<file path="config.mk">
export PLATFORM = sky130hd
export DESIGN_NAME = upload_arbiter
export DESIGN_NICKNAME = d
export VERILOG_FILES = /design/src/rtl/upload_arb_pkg.sv /design/src/rtl/upload_fifo.sv /design/src/rtl/upload_arbiter.sv
export SDC_FILE = /design/constraint.sdc
export NUM_CORES = 1
export LEC_CHECK = 0
export CAP_MARGIN = 20
export CORE_MARGIN = 5
export CORE_UTILIZATION = 64
export DETAILED_ROUTE_END_ITERATION = 10
export PLACE_DENSITY = 0.85
export SLEW_MARGIN = 10
export SYNTH_ARGS = -nofsm -noshare
export SYNTH_HDL_FRONTEND = slang
export SYNTH_HIERARCHICAL = 1
export SYNTH_SLANG_ARGS = --single-unit
</file>
<file path="constraint.sdc">
create_clock -name clk -period 8.6 [get_ports clk]
set_input_delay 1.72 -clock clk [delete_from_list [all_inputs] [get_ports clk]]
set_output_delay 1.72 -clock clk [all_outputs]
set_load 0.1 [all_outputs]
</file>
<file path="src/rtl/upload_arb_pkg.sv">
// upload_arb_pkg: shared types and constants for the upload arbiter.
// Holds the arbiter state encoding, the 16-bit FIFO entry layout
// ({source tag, data byte}) and the well-known source tag values.
package upload_arb_pkg;

    typedef enum logic [1:0] {
        ARB_IDLE  = 2'd0,
        ARB_GRANT = 2'd1,
        ARB_DRAIN = 2'd2
    } arb_state_t;

    localparam int ENTRY_W = 16;

    localparam logic [7:0] SRC_ID_UART = 8'h01;
    localparam logic [7:0] SRC_ID_SPI  = 8'h03;
    localparam logic [7:0] SRC_ID_I2C  = 8'h04;

    // Tag lives in the upper byte so a raw entry reads as {tag, data}.
    typedef struct packed {
        logic [7:0] source;
        logic [7:0] data;
    } entry_t;

endpackage

</file>
<file path="src/rtl/upload_fifo.sv">
// upload_fifo: synchronous show-ahead FIFO with full/empty/count.
// The head entry is visible on head_data whenever the FIFO is not empty;
// pop consumes it. DEPTH must be a power of two (>= 2) so the pointers
// wrap naturally. A push while full is accepted only alongside a pop.
module upload_fifo
    import upload_arb_pkg::*;
#(
    parameter int WIDTH = ENTRY_W,
    parameter int DEPTH = 16,
    localparam int AW   = $clog2(DEPTH)
) (
    input  logic             clk,
    input  logic             rst_n,
    input  logic             push,
    input  logic [WIDTH-1:0] push_data,
    input  logic             pop,
    output logic [WIDTH-1:0] head_data,
    output logic             full,
    output logic             empty,
    output logic [AW:0]      count
);

    logic [WIDTH-1:0] mem [DEPTH];
    logic [AW-1:0]    wr_ptr_reg;
    logic [AW-1:0]    rd_ptr_reg;
    logic [AW:0]      count_reg;
    logic             do_push;
    logic             do_pop;

    assign empty     = (count_reg == '0);
    assign full      = (count_reg == (AW+1)'(DEPTH));
    assign count     = count_reg;
    assign do_pop    = pop && !empty;
    assign do_push   = push && (!full || do_pop);
    assign head_data = mem[rd_ptr_reg];

    // Storage array: written on accepted pushes, never reset.
    always_ff @(posedge clk) begin
        if (do_push) begin
            mem[wr_ptr_reg] <= push_data;
        end
    end

    // Pointers and occupancy; simultaneous push+pop keeps the count.
    always_ff @(posedge clk or negedge rst_n) begin
        if (!rst_n) begin
            wr_ptr_reg <= '0;
            rd_ptr_reg <= '0;
            count_reg  <= '0;
        end else begin
            if (do_push) begin
                wr_ptr_reg <= wr_ptr_reg + 1'b1;
            end
            if (do_pop) begin
                rd_ptr_reg <= rd_ptr_reg + 1'b1;
            end
            case ({do_push, do_pop})
                2'b10:   count_reg <= count_reg + 1'b1;
                2'b01:   count_reg <= count_reg - 1'b1;
                default: count_reg <= count_reg;
            endcase
        end
    end

endmodule

</file>
<file path="src/rtl/upload_arbiter.sv">
// upload_arbiter: round-robin packet arbiter merging NUM_SRC byte streams
// into one tagged stream through a show-ahead FIFO.
// A source owns the grant for a whole packet (while its src_req is high);
// after release the FIFO drains before the next arbitration round.
// Optional feature macro: UPLOAD_ARB_TIMEOUT_EN adds a grant watchdog of
// TIMEOUT_CYCLES idle cycles that forces a drain and flags err_drop; a
// timed-out source is not re-granted until it drops src_req.
module upload_arbiter
    import upload_arb_pkg::*;
#(
    parameter int NUM_SRC        = 3,
    parameter int FIFO_DEPTH     = 16,
    parameter int TIMEOUT_CYCLES = 1024
) (
    input  logic                 clk,
    input  logic                 rst_n,
    input  logic [NUM_SRC-1:0]   src_req,
    input  logic [NUM_SRC-1:0]   src_valid,
    input  logic [8*NUM_SRC-1:0] src_data,
    input  logic [8*NUM_SRC-1:0] src_source,
    output logic [NUM_SRC-1:0]   src_ready,
    output logic                 merged_req,
    output logic                 merged_valid,
    output logic [7:0]           merged_data,
    output logic [7:0]           merged_source,
    input  logic                 merged_ready,
    output logic [2:0]           grant_id,
    output logic                 err_drop
);

    localparam int CNT_W = $clog2(FIFO_DEPTH) + 1;

    arb_state_t       state_reg, state_next;
    logic [2:0]       grant_id_reg, grant_id_next;
    logic [2:0]       last_grant_reg, last_grant_next;
    logic             err_drop_reg;

    logic             fifo_full;
    logic             fifo_empty;
    logic [CNT_W-1:0] fifo_count;
    logic [ENTRY_W-1:0] fifo_head;
    entry_t           head_entry;
    entry_t           push_entry;
    logic             push;
    logic             pop;

    logic             g_req;
    logic             g_valid;
    logic [7:0]       g_data;
    logic [7:0]       g_source;
    logic [NUM_SRC-1:0] eligible_req;
    logic             rr_found;
    logic [2:0]       rr_winner;
    logic             drain_req;
    logic             drop_any;

    // Per-source accept: only the owner sees ready, and only with room.
    generate
        for (genvar gi = 0; gi < NUM_SRC; gi++) begin : g_ready
            assign src_ready[gi] = (state_reg == ARB_GRANT) &&
                                   (grant_id_reg == 3'(gi)) && !fifo_full;
        end
    endgenerate

    // Select the granted source's request/strobe/byte/tag.
    always_comb begin
        g_req    = 1'b0;
        g_valid  = 1'b0;
        g_data   = 8'h00;
        g_source = 8'h00;
        for (int i = 0; i < NUM_SRC; i++) begin
            if (grant_id_reg == 3'(i)) begin
                g_req    = src_req[i];
                g_valid  = src_valid[i];
                g_data   = src_data[8*i +: 8];
                g_source = src_source[8*i +: 8];
            end
        end
    end

    assign push       = g_valid && (|src_ready);
    assign pop        = merged_valid && merged_ready;
    assign push_entry = '{source: g_source, data: g_data};
    assign drop_any   = |(src_valid & ~src_ready);

`ifdef UPLOAD_ARB_TIMEOUT_EN
    localparam int TO_W = $clog2(TIMEOUT_CYCLES + 1);

    logic [TO_W-1:0]    to_cnt_reg;
    logic [NUM_SRC-1:0] blocked_reg;
    logic               timeout_fire;

    assign timeout_fire = (state_reg == ARB_GRANT) && !push &&
                          (to_cnt_reg == TO_W'(TIMEOUT_CYCLES - 1));
    assign eligible_req = src_req & ~blocked_reg;
    assign drain_req    = !g_req || timeout_fire;

    // Watchdog counts idle grant cycles; blocks a timed-out source until
    // its request has been seen low.
    always_ff @(posedge clk or negedge rst_n) begin
        if (!rst_n) begin
            to_cnt_reg  <= '0;
            blocked_reg <= '0;
        end else begin
            if (state_reg != ARB_GRANT || push || timeout_fire) begin
                to_cnt_reg <= '0;
            end else begin
                to_cnt_reg <= to_cnt_reg + 1'b1;
            end
            blocked_reg <= (blocked_reg & src_req) |
                           (timeout_fire ? (NUM_SRC'(1) << grant_id_reg) : '0);
        end
    end
`else
    assign eligible_req = src_req;
    assign drain_req    = !g_req;
`endif

    // Round-robin search starting just after the previous owner.
    always_comb begin
        rr_found  = 1'b0;
        rr_winner = last_grant_reg;
        for (int k = 1; k <= NUM_SRC; k++) begin
            for (int i = 0; i < NUM_SRC; i++) begin
                if (!rr_found && eligible_req[i] &&
                    ((int'(last_grant_reg) + k) % NUM_SRC) == i) begin
                    rr_found  = 1'b1;
                    rr_winner = 3'(i);
                end
            end
        end
    end

    // Next-state logic: arbitrate, hold grant for the packet, then drain.
    always_comb begin
        state_next      = state_reg;
        grant_id_next   = grant_id_reg;
        last_grant_next = last_grant_reg;
        case (state_reg)
            ARB_IDLE: begin
                if (rr_found) begin
                    grant_id_next = rr_winner;
                    state_next    = ARB_GRANT;
                end
            end
            ARB_GRANT: begin
                if (drain_req) begin
                    state_next = ARB_DRAIN;
                end
            end
            ARB_DRAIN: begin
                if (fifo_count == '0) begin
                    last_grant_next = grant_id_reg;
                    state_next      = ARB_IDLE;
                end
            end
            default: state_next = ARB_IDLE;
        endcase
    end

    // State, grant bookkeeping and the sticky drop flag.
    always_ff @(posedge clk or negedge rst_n) begin
        if (!rst_n) begin
            state_reg      <= ARB_IDLE;
            grant_id_reg   <= 3'd0;
            last_grant_reg <= 3'(NUM_SRC - 1);
            err_drop_reg   <= 1'b0;
        end else begin
            state_reg      <= state_next;
            grant_id_reg   <= grant_id_next;
            last_grant_reg <= last_grant_next;
`ifdef UPLOAD_ARB_TIMEOUT_EN
            err_drop_reg   <= err_drop_reg | drop_any | timeout_fire;
`else
            err_drop_reg   <= err_drop_reg | drop_any;
`endif
        end
    end

    upload_fifo #(
        .WIDTH (ENTRY_W),
        .DEPTH (FIFO_DEPTH)
    ) u_fifo (
        .clk       (clk),
        .rst_n     (rst_n),
        .push      (push),
        .push_data (push_entry),
        .pop       (pop),
        .head_data (fifo_head),
        .full      (fifo_full),
        .empty     (fifo_empty),
        .count     (fifo_count)
    );

    assign head_entry    = entry_t'(fifo_head);
    assign merged_req    = (state_reg != ARB_IDLE);
    assign merged_valid  = !fifo_empty;
    // Uninitialised storage is masked so outputs read zero while empty.
    assign merged_data   = fifo_empty ? 8'h00 : head_entry.data;
    assign merged_source = fifo_empty ? 8'h00 : head_entry.source;
    assign grant_id      = grant_id_reg;
    assign err_drop      = err_drop_reg;

endmodule

</file>
==> metrics.yaml <==
yosys:
  yosysUniqueCellTypes: 82
  avgSynthCellArea_um2: 15.2
  ys_seq_area_share_pct: 62.7
  synthesis.nets: 952
  synth-main-ff-cell: "edfxtp_1"
  synth-edff-count: 256
  ys_ff_latch: 278
  synth_area_mm2: 0.0131
  synthCells: 865
  async_flop_share_pct: 7.91
  yosysWarnings: 6
power:
  p_leak_nw: 5.22
  netSwitchingPower_mw: 2.68
  seqPwrFrac_pct: 31.1
  pwr-share-clk_pct: 18.7
  p_comb_share_pct: 50.2
  vdd_drop_max_mv: 0.247
  switching_share_pct: 43.6
  internal-power_mw: 3.46
  p_per_area_mw_per_mm2: 405
setup_path:
  critPathTopFamily: "buffers and inverters"
  cp-end-kind: "output port"
  criticalPathCategory: "reg2out"
  critical_path_buf_inv_count: 2
  crit_arrival_ns: 4.29
  crit_fanout: 36
  start_kind: "flip-flop"
  cp.required_ns: 6.88
  slowest_delay_ns: 1.04
  cpMaxStageDelayCell: "clkdlybuf4s50_1"
  cp_cell_sequence: "buf_4 > mux4_2 > a22oi_1 > nand2_1 > nor2b_1 > clkdlybuf4s50_1"
timing:
  finClkSkew_ns: 0.0102
  worst_pin_slew_ns: 1.21
  worst_slack_ns: 2.59
  hold_slack_ns: 0.548
  maxSlewViolCount: 0
  final-setup-viol-count: 0
  rsz0062_at_grt: "false"
  finalCriticalPeriod_ns: 6.01
  setup_tns_ns: 0
  maxSlewHeadroom_pct: 19.3
  finalCritPeriodShare_pct: 69.9
  finalHoldViolCount: 0
  fmax_mhz: 166
clocking:
  clk_pin_slew_ns: 0.06
  cts_sinks: 278
  worstSkewPairLatency_ns: 0.54
  cts_tree: "yes"
  h-tree-depth: 1
  cts-buffers-inserted: 27
  cts-resized-gates: 0
  ctsRootBufferMaster: "clkbuf_16"
  post_cts_buffers: 0
  holdBufCountCts: 0
  cts_buffer_depth: 3
floorplan:
  rows: 52
  die_x_um: 153
  start_util_pct: 65.0
  core-area_mm2: 0.0202
  die_y_um: 153
  die_area_mm2: 0.0235
  io_pins: 82
grt:
  grtUsageTotal_pct: 28.7
  grt-ovfl-total: 0
  grt_pass1_vias: 8630
  grt_pass1_wl_mm: 51.2
  antenna_found_initial: 0
  grt_start_max_net_pins: 54
placed_design:
  dp_slack_ns: 3.19
  gp_congestion: 0.904
  place_area_mm2: 0.0142
  port_buffers: 81
  hpwlAfterDp_mm: 19.0
  dp_cells: 1184
final_layout:
  largest_reg_flops: 256
  layout-drive-gt1-share_pct: 15.7
  diodes: 0
  finalNonFillerCells: 1238
  fin_nets: 1036
  fin_area_mm2: 0.0152
  area_growth_pct: 15.5
detailed_routing:
  firstDrtPassIters: 5
  detail-route-antenna-nets: 0
  drt_iter0_drc: 1084
  viasPerCell: 6.82
  avgRoutedWirePerCell_um: 28.0
  drt_wl_total_mm: 34.6
  vias: 8438
  drc: 0
status:
  status: "finished, final reports clean"
worst_hold_path:
  hp-class: "reg2reg"
run:
  maxCapViolCount: 0
## layout make-up
cell class                      count  area, um^2
Sequential cell                   278        8240
Fill cell                        1145        5060
Multi-Input combinational cell    514        4620
Timing Repair Buffer               98        1010
Clock buffer                       34         722
Tap cell                          270         338
Clock inverter                     14         133
Inverter                           30         113
## per-layer routing
| metal | vias up | global-route usage [%] | wire length [um] |
|---|---|---|---|
| met5 | - | 0 | 0 |
| met4 | 0 | 11.4 | 1330 |
| met3 | 95 | 5.03 | 3680 |
| met2 | 592 | 48.8 | 17600 |
| met1 | 4160 | 37.3 | 12000 |
| li1 | 3591 | - | - |
## logic make-up after synthesis
family	after synthesis	share of synthesized area, %
buf+inv	73	2.34
mux	87	12.7
simple gates	221	9.06
flops	278	62.7
fa+ha+maj	30	2.91
xor+xnor	15	1.11
compound gates	161	9.15
## power by group through the flow
stage          registers, mW  clock network, mW  logic [mW]
4_1_cts                 1.91               1.15        3.04
2_1_floorplan           1.86                  0        2.35
6_report                1.91               1.15        3.08
3_3_place_gp            1.92                  0        2.90
5_1_grt                 1.93               1.22        3.27
3_5_place_dp            1.93                  0        2.98
## worst min-delay path, stage by stage (launching register included)
cell and delay, ns:
dfrtp_1 0.37, a21oi_1 0.05, o211ai_1 0.09
## worst paths after layout
check	from	endpoint	slack [ns]	depth (start not counted)
worst max-delay path	u_fifo/rd_ptr_reg[0]	merged_data[5]	2.59	6
worst min-delay path	err_drop	err_drop	0.55	2
worst max register to register	last_grant_reg[2]	grant_id[0]	3.51	16
worst min register to register	err_drop	err_drop	0.55	2
max in group asynchronous	rst_n	last_grant_reg[1]	6.70	2
min in group asynchronous	rst_n	err_drop	1.41	1
## synth_stat cells, drive strengths merged (13+ instances only)
| cell type | count | area, um^2 |
|---|---|---|
| a21oi | 34 | 174 |
| a22oi | 34 | 255 |
| and2 | 15 | 96.3 |
| buf | 21 | 113 |
| clkbuf | 22 | 82.6 |
| dfrtp | 21 | 526 |
| edfxtp | 256 | 7690 |
| ha | 29 | 363 |
| inv | 29 | 109 |
| mux2i | 20 | 200 |
| mux4 | 64 | 1440 |
| nand2 | 44 | 165 |
| nand2b | 13 | 81.3 |
| nand3 | 15 | 75.1 |
| nor2 | 58 | 218 |
| nor2b | 28 | 175 |
| o21ai | 17 | 96.3 |
## cells in the final DEF (no fill, tap or decap), drive strengths merged, types with 8 or more instances in the layout
master,instances
xnor2,11
dfrtp,21
a211oi,8
a21oi,34
inv,30
nand3,15
nand2,44
ha,29
clkinv,12
nor2,58
a22oi,34
mux2i,20
buf,17
and2,15
mux4,64
and3,10
clkdlybuf4s50,81
nand2b,13
clkbuf,34
o211ai,11
edfxtp,256
o21ai,17
nor2b,28
## metrics by stage
step | total power [mW] | util [%]
after global placement | 4.82 | 70.2
final | 6.14 | 75.0
after detailed placement | 4.91 | 70.2
after global routing | 6.42 | 75.0
after CTS | 6.10 | 74.4
after floorplan | 4.20 | -
Power figures use the tool's default switching activity.
